<file path="src/rtl/mw93_cmd_sequencer.sv">
// mw93_cmd_sequencer: single-port command engine for a 93xx Microwire EEPROM.
// Serialises start bit, opcode, address and optional data on CS/SK/DI. It
// captures read data from DO and polls ready/busy after WRITE/ERASE.
// Optional build macro: MW_BUSY_TIMEOUT_EN bounds the ready/busy poll to
// BUSY_TIMEOUT clks (BUSY_TIMEOUT must then be at least 2).
module mw93_cmd_sequencer #(
  parameter int ADDR_W       = 6,
  parameter int CLK_DIV      = 4,
  parameter int BUSY_TIMEOUT = 65535
) (
  input  logic              clk,
  input  logic              rst,
  input  logic              req_valid,
  output logic              req_ready,
  input  logic [2:0]        req_op,
  input  logic [ADDR_W-1:0] req_addr,
  input  logic [15:0]       req_wdata,
  output logic              rsp_valid,
  output logic [15:0]       rsp_rdata,
  output logic              rsp_err,
  output logic              ee_cs,
  output logic              ee_sk,
  output logic              ee_di,
  input  logic              ee_do
);

  localparam int H      = 3 + ADDR_W;
  localparam int NMAX   = H + 16;
  localparam int BIT_W  = $clog2(NMAX + 1);
  localparam int DIV_W  = $clog2(CLK_DIV + 1);
  localparam int PCNT_W = $clog2(BUSY_TIMEOUT + 1);
  localparam logic [DIV_W-1:0]  DIV_LAST  = DIV_W'(CLK_DIV - 1);
  localparam logic [PCNT_W-1:0] PCNT_LAST = PCNT_W'(BUSY_TIMEOUT - 1);

  localparam logic [2:0] OP_READ  = 3'd0;
  localparam logic [2:0] OP_WRITE = 3'd1;
  localparam logic [2:0] OP_ERASE = 3'd2;
  localparam logic [2:0] OP_EWEN  = 3'd3;
  localparam logic [2:0] OP_EWDS  = 3'd4;

  typedef enum logic [2:0] {S_IDLE, S_SHIFT, S_DESELECT, S_POLL, S_DONE} state_t;

  state_t            state_reg;
  logic [NMAX-1:0]   frame_reg;
  logic [BIT_W-1:0]  bits_left_reg;
  logic [DIV_W-1:0]  div_cnt_reg;
  logic [PCNT_W-1:0] poll_cnt_reg;
  logic [15:0]       rx_shift_reg;
  logic              is_read_reg;
  logic              needs_poll_reg;

  logic [H-1:0]      header_next;
  logic [NMAX-1:0]   frame_next;
  logic [BIT_W-1:0]  nbits_next;
  logic              op_legal;

  assign req_ready = (state_reg == S_IDLE);
  assign op_legal  = (req_op <= OP_EWDS);

  // Build the full outgoing frame and its SK-cycle count for the request on the port
  always_comb begin
    header_next = {1'b1, 2'b00, {ADDR_W{1'b0}}};
    case (req_op)
      OP_READ:  header_next = {1'b1, 2'b10, req_addr};
      OP_WRITE: header_next = {1'b1, 2'b01, req_addr};
      OP_ERASE: header_next = {1'b1, 2'b11, req_addr};
      OP_EWEN:  header_next = {1'b1, 2'b00, 2'b11, {(ADDR_W-2){1'b0}}};
      default:  header_next = {1'b1, 2'b00, {ADDR_W{1'b0}}};
    endcase
    frame_next = {header_next, (req_op == OP_WRITE) ? req_wdata : 16'h0000};
    nbits_next = (req_op == OP_READ || req_op == OP_WRITE) ? BIT_W'(NMAX) : BIT_W'(H);
  end

  // Command engine: accept, SK timing and bit shifting, DO capture, busy poll, response
  always_ff @(posedge clk or posedge rst) begin
    if (rst) begin
      state_reg      <= S_IDLE;
      frame_reg      <= '0;
      bits_left_reg  <= '0;
      div_cnt_reg    <= '0;
      poll_cnt_reg   <= '0;
      rx_shift_reg   <= '0;
      is_read_reg    <= 1'b0;
      needs_poll_reg <= 1'b0;
      ee_cs          <= 1'b0;
      ee_sk          <= 1'b0;
      ee_di          <= 1'b0;
      rsp_valid      <= 1'b0;
      rsp_err        <= 1'b0;
      rsp_rdata      <= '0;
    end else begin
      case (state_reg)
        S_IDLE: begin
          if (req_valid) begin
            if (!op_legal) begin
              // illegal op: no bus activity, rdata left untouched
              state_reg <= S_DONE;
              rsp_valid <= 1'b1;
              rsp_err   <= 1'b1;
            end else begin
              state_reg      <= S_SHIFT;
              ee_cs          <= 1'b1;
              ee_sk          <= 1'b0;
              ee_di          <= frame_next[NMAX-1];
              frame_reg      <= frame_next;
              bits_left_reg  <= nbits_next;
              div_cnt_reg    <= '0;
              is_read_reg    <= (req_op == OP_READ);
              needs_poll_reg <= (req_op == OP_WRITE || req_op == OP_ERASE);
              rsp_rdata      <= '0;
            end
          end
        end
        S_SHIFT: begin
          if (div_cnt_reg == DIV_LAST) begin
            div_cnt_reg <= '0;
            if (!ee_sk) begin
              // rising SK: capture DO; the last 16 captures are the read word
              ee_sk        <= 1'b1;
              rx_shift_reg <= {rx_shift_reg[14:0], ee_do};
            end else begin
              ee_sk <= 1'b0;
              if (bits_left_reg == BIT_W'(1)) begin
                state_reg <= S_DESELECT;
                ee_cs     <= 1'b0;
                ee_di     <= 1'b0;
              end else begin
                bits_left_reg <= bits_left_reg - 1'b1;
                frame_reg     <= {frame_reg[NMAX-2:0], 1'b0};
                ee_di         <= frame_reg[NMAX-2];
              end
            end
          end else begin
            div_cnt_reg <= div_cnt_reg + 1'b1;
          end
        end
        S_DESELECT: begin
          if (div_cnt_reg == DIV_LAST) begin
            div_cnt_reg <= '0;
            if (needs_poll_reg) begin
              state_reg    <= S_POLL;
              ee_cs        <= 1'b1;
              poll_cnt_reg <= '0;
            end else begin
              state_reg <= S_DONE;
              rsp_valid <= 1'b1;
              rsp_err   <= 1'b0;
              if (is_read_reg) rsp_rdata <= rx_shift_reg;
            end
          end else begin
            div_cnt_reg <= div_cnt_reg + 1'b1;
          end
        end
        S_POLL: begin
          // DO on the first poll clk may still reflect the bus turnaround; ignore it
          if (poll_cnt_reg != '0 && ee_do) begin
            state_reg <= S_DONE;
            ee_cs     <= 1'b0;
            rsp_valid <= 1'b1;
            rsp_err   <= 1'b0;
          end
`ifdef MW_BUSY_TIMEOUT_EN
          else if (poll_cnt_reg == PCNT_LAST) begin
            state_reg <= S_DONE;
            ee_cs     <= 1'b0;
            rsp_valid <= 1'b1;
            rsp_err   <= 1'b1;
          end
`endif
          if (poll_cnt_reg != PCNT_LAST) poll_cnt_reg <= poll_cnt_reg + 1'b1;
        end
        S_DONE: begin
          rsp_valid <= 1'b0;
          rsp_err   <= 1'b0;
          state_reg <= S_IDLE;
        end
        default: state_reg <= S_IDLE;
      endcase
    end
  end

endmodule

</file>
<file path="config.mk">
export PLATFORM = sky130hd
export DESIGN_NAME = mw93_cmd_sequencer
export DESIGN_NICKNAME = d
export VERILOG_FILES = /design/src/rtl/mw93_cmd_sequencer.sv
export SDC_FILE = /design/constraint.sdc
export NUM_CORES = 1
export LEC_CHECK = 0
export BUFFER_PORTS_ARGS = -buffer_cell sky130_fd_sc_hd__buf_2
export CAP_MARGIN = 20
export CORE_UTILIZATION = 43
export CTS_CLUSTER_DIAMETER = 80
export DETAILED_ROUTE_END_ITERATION = 8
export PLACE_DENSITY_LB_ADDON = 0.25
export SKIP_CTS_REPAIR_TIMING = 1
export SLEW_MARGIN = 40
export SYNTH_ARGS = -nofsm -noshare
export SYNTH_HDL_FRONTEND = slang
export SYNTH_SLANG_ARGS = --single-unit
</file>
<file path="constraint.sdc">
create_clock -name clk -period 3.2 [get_ports clk]
set_clock_uncertainty 0.2 [all_clocks]
set_input_delay 0.64 -clock clk [delete_from_list [all_inputs] [get_ports clk]]
set_output_delay 0.64 -clock clk [all_outputs]
set_load 0.01 [all_outputs]
</file>
== Word-level counts from Yosys, hierarchy flattened ==
Index checks and enable logic that the tools add are counted.
Storage, ports and cells
  bits in registers: 90
  input port bits: 29
  output and inout bits: 22
  word-level logic and storage cells: 133
Cells by class
  $add $sub $neg: 3
  magnitude comparators: 1
  equality and inequality tests: 23
  muxes and demuxes: 67
  bitwise gates (word level): 1
  reduce and logical (&&, ||, !) cells: 24
Operators with widths (count)
  $mux W16: 9
  $mux W24: 5
  $pmux W16 S2: 2
  $pmux W24 S2: 1
  $mux W3: 11
  $pmux W8 S4: 1
  $mux W5: 6
  $mux W1: 24
  $ne A2 B2 Y1 const B: 12
  $reduce_and A6 Y1: 4
  $add A16 B1 Y16 const B: 1
  $ne A16 B16 Y1 const B: 1
  $reduce_bool A16 Y1: 1
  $eq A3 B2 Y1 const B: 5
  $pmux W1 S4: 3
  $pmux W3 S4: 1
  $pmux W5 S2: 1
  $reduce_and A3 Y1: 3
  $reduce_and A9 Y1: 1
  $reduce_and A4 Y1: 2
  $reduce_bool A2 Y1: 4
  $reduce_bool A4 Y1: 2
  $eq A3 B1 Y1 const B: 2
  $logic_not A3 Y1: 2
  other kinds (13): 15

== Logic depth before layout (Yosys ltp) ==
  depth in word-level cells: 6
  depth in mapped cells: 8

== Least setup slack after synthesis ==
OpenSTA, ideal clock, no wires.
  path type: input to register
  start: input req_op[1]
  end: register bits_left_reg[4]
  library setup time: 0.121 ns
  data arrival time: 1.909 ns
  required time: 2.879 ns
  path slack: 0.970 ns
  cell stages on the path: 6
  cell sequence: clkbuf_1 > o21a_1 > nor3_1 > o21a_1 > o21ai_0 > a22o_1
On the way
  longest elaborated chain between the ends: 6
  elaborated cells between the ends (all ways): 10
  classes of those cells: order compare: 1; eq/ne: 2; mux: 4; reduce/logical: 3
RTL lines
  start, declared: RTL line 15  | input logic [2:0] req_op,
  $eq A3 B1 Y1 / $logic_not A3 Y1 (equally long branches): RTL line 71  | nbits_next = (req_op == OP_READ || req_op == OP_WRITE) ? BIT_W'(NMAX) : BIT_W'(H);
  $logic_or A1 B1 Y1: RTL line 71
  $mux W5: RTL line 71
  $mux W5: RTL line 95  | if (!op_legal) begin
  $mux W5: RTL line 94  | if (req_valid) begin
  $pmux W5 S2: RTL line 92  | case (state_reg)
  end signal, assigned: RTL line 106  | bits_left_reg <= nbits_next;
  end signal, assigned: RTL line 128  | bits_left_reg <= bits_left_reg - 1'b1;
  end, declared: RTL line 45  | logic [BIT_W-1:0] bits_left_reg;
Several ways; a longest one is shown, not always the timed one. The select of a mux whose other input is x is not followed.
A chain may end at the register's enable or synchronous reset.

== Worst setup path in the final report ==
  start: register bits_left_reg[1]
  end: register frame_reg[6]
On the way
  longest elaborated chain between the ends: 3
RTL lines
  $eq A5 B1 Y1: RTL line 123  | if (bits_left_reg == BIT_W'(1)) begin
  $ne A2 B2 Y1 (no line)
  $reduce_and A6 Y1 (no line)
  end signal, assigned: RTL line 105  | frame_reg <= frame_next;
  end signal, assigned: RTL line 129  | frame_reg <= {frame_reg[NMAX-2:0], 1'b0};
  end, declared: RTL line 44  | logic [NMAX-1:0] frame_reg;
Every way passes these cells.

==> flow_summary_export.csv <==
group,metric,value,unit
global_routing,antenna_found_initial,0,
critical_path,criticalPathCategory,"register to register",
timing,setup_viol,0,
critical_path,cp.arrival,2.58,ns
placed_design,dp_cells,616,
die,die_h,103.6,um
clocking,cts-buffers-inserted,9,
synth,ys_warn_count,0,
detailed_routing,first_pass_iters,5,
clocking,htree_levels,3,
die,initial_core_util,44.80,%
synth,avgSynthCellArea,9.778,um2
detailed_routing,num_vias,3570,
global_routing,grt_overflow,0,
synth,async_flop_share,100.0,%
synth,syn_area,4439,um2
synth,synth_ff_type,"dfrtp_1",
detailed_routing,drc_errors,0,
synth,synth-seq-cells,90,
clocking,cts_tree,"built",
detailed_routing,wl_per_cell,14.31,um
timing,finalSetupTns,0,ns
synth,synth_top_area_share,50.73,%
global_routing,grt_pass1_vias,3377,
clocking,cts-root-buf,"clkbuf_8",
timing,slew_violations,0,
timing,hold_viol,0,
timing,whs,0.1064,ns
finish,drive_gt1_share,20.44,%
critical_path,r2r_cells,7,
die,core.rowCount,36,
clocking,clock_sinks,90,
global_routing,grt_max_degree,48,
clocking,insertion_delay,0.37,ns
finish,n_antenna_cell,0,
power,power.density,721.0,nW/um2
power,p_leak,2.210,nW
synth,ys_seq_area_share,50.73,%
synth,synth_edf_count,0,
job,max_cap_violations,0,
critical_path,worstPathMaxFanout,31,
finish,largest_reg_flops,24,
timing,min_period,2.525,ns
placed_design,io_buffers,50,
synth,syn_nets,489,
timing,rsz0062_at_grt,"no",
finish,syn_to_final_growth,12.40,%
clocking,clk_pin_slew,0.09,ns
synth,synthTopCellsByArea,"dfrtp_1 (51%), o21ai_0 (6.7%), mux2_2 (4.8%), nand2_1 (3.9%), a22oi_1 (3.6%)",
finish,nets,530,
finish,final_cells,632,
worst_hold_path,hold_path.class,"input pin to async pin",
timing,max_freq,396.1,MHz
die,io_pins,51,
global_routing,grt_pass1_wl,15970,um
detailed_routing,postRouteAntennaNets,0,
detailed_routing,finalWirelength,9042,um
critical_path,r2r-end,"frame_reg[6]",
global_routing,grt_use_total,18.30,%
placed_design,gp_congestion,0.8301,
die,fp.coreArea,9910,um2
die,dieArea,10730,um2
synth,yosys.area.top_type,"dfrtp_1",
detailed_routing,drt_iter0_markers,191,
critical_path,cp.required,3.25,ns
synth,yosys-top-cells-count,"dfrtp_1 (90), o21ai_0 (59), nand2_1 (46)",
power,vdd_drop_max,0.0002778,V
timing,max_slew_margin,51.85,%
timing,finalCritPeriodShare,78.90,%
critical_path,r2r_slack,0.68,ns
clocking,clockBufferDepth,2,
synth,post-synth-top-count-cell,"dfrtp_1",
die,die_w,103.6,um
critical_path,r2r_start,"bits_left_reg[1]",
synth,synthCells,454,
critical_path,start_kind,"register",
detailed_routing,viasPerCell,5.649,
timing,max_slew.worst_pin.slew,0.7223,ns
synth,synth_cell_types,59,
outcome,status,"finished, final reports clean",
placed_design,dpl.hpwl,6203,um
critical_path,cp-end-kind,"register",
## worst max-delay path by stage
stage | end | cells past startpoint | from
2_1_floorplan | bits_left_reg[0] | 1 | rst
3_3_place_gp | frame_reg[5] | 7 | bits_left_reg[1]
3_5_place_dp | frame_reg[6] | 7 | bits_left_reg[1]
4_1_cts | frame_reg[6] | 7 | bits_left_reg[1]
5_1_grt | frame_reg[9] | 8 | bits_left_reg[1]
6_report | frame_reg[6] | 7 | bits_left_reg[1]
## cell type report
| cell class | count | area, um2 |
|---|---|---|
| clock buffers | 10 | 127.6 |
| clock inverters | 5 | 62.56 |
| fillers | 950 | 4920 |
| inverters | 28 | 107.6 |
| multi-input cells | 310 | 1953 |
| flip-flops and latches | 90 | 2252 |
| well taps | 133 | 166.4 |
| repair buffers | 56 | 320.3 |
## metrics by stage
stage          instance area (um2)  total power, mW  worst slack, ns  util [%]
6_report                      4990            3.597           0.6752     50.35
2_1_floorplan                 4439            2.523          0.02474         -
3_5_place_dp                  4791            2.838           0.6640     48.35
5_1_grt                       4990            3.857           0.4853     50.35
3_3_place_gp                  4783            2.804           0.7163     48.27
4_1_cts                       4981            3.616           0.6593     50.27
## cell usage in the layout, fill, tap and decap left out, types with 5 or more instances in the layout
cell type  netlist  routed
buf_2            7      50
nor3_1          10      10
mux2_2          19      19
nor2_1          13      13
inv_1           28      27
dfrtp_1         90      90
nand3_1         27      27
clkbuf_8         0       9
a31oi_1          7       7
o31ai_1          5       5
nand4_1          8       8
nand2_1         46      46
o21ai_0         59      59
ha_1             6       6
a22oi_1         21      21
a21oi_1         22      22
mux2i_1          6       6
## where the power goes
part / internal [mW] / switching (mW)
sequential: 1.38 / 0.215
combinational: 0.484 / 0.741
clock: 0.362 / 0.411
total: 2.23 / 1.37
## cell families (layout without fill, tap and decap cells)
| logic type | after synthesis | after routing | synth area share, % |
|---|---|---|---|
| flip-flops | 90 | 90 | 50.73 |
| AND/OR/NAND/NOR | 138 | 138 | 16.26 |
| adder cells (fa/ha/maj) | 6 | 6 | 1.691 |
| buffers and inverters | 54 | 99 | 5.439 |
| multiplexers | 25 | 25 | 6.173 |
| AO/OA/AOI/OAI | 139 | 139 | 19.31 |
| XOR/XNOR | 2 | 2 | 0.3947 |
## critical path, cell delays in order, from the launching register on
cell	delay, ns
dfrtp_1	0.40
inv_1	0.08
ha_1	0.15
or4b_4	0.50
and3_1	0.22
o21ai_4	0.49
buf_12	0.24
o21ai_0	0.11
## routing by layer
metal,track usage (%),vias up,share of wire (%)
li1,-,1713,-
met1,25.32,1755,48
met5,0,-,0
met3,2.769,13,4.0
met2,28.52,89,46
met4,8.075,0,1.9
(Power assumes the default switching activity.)
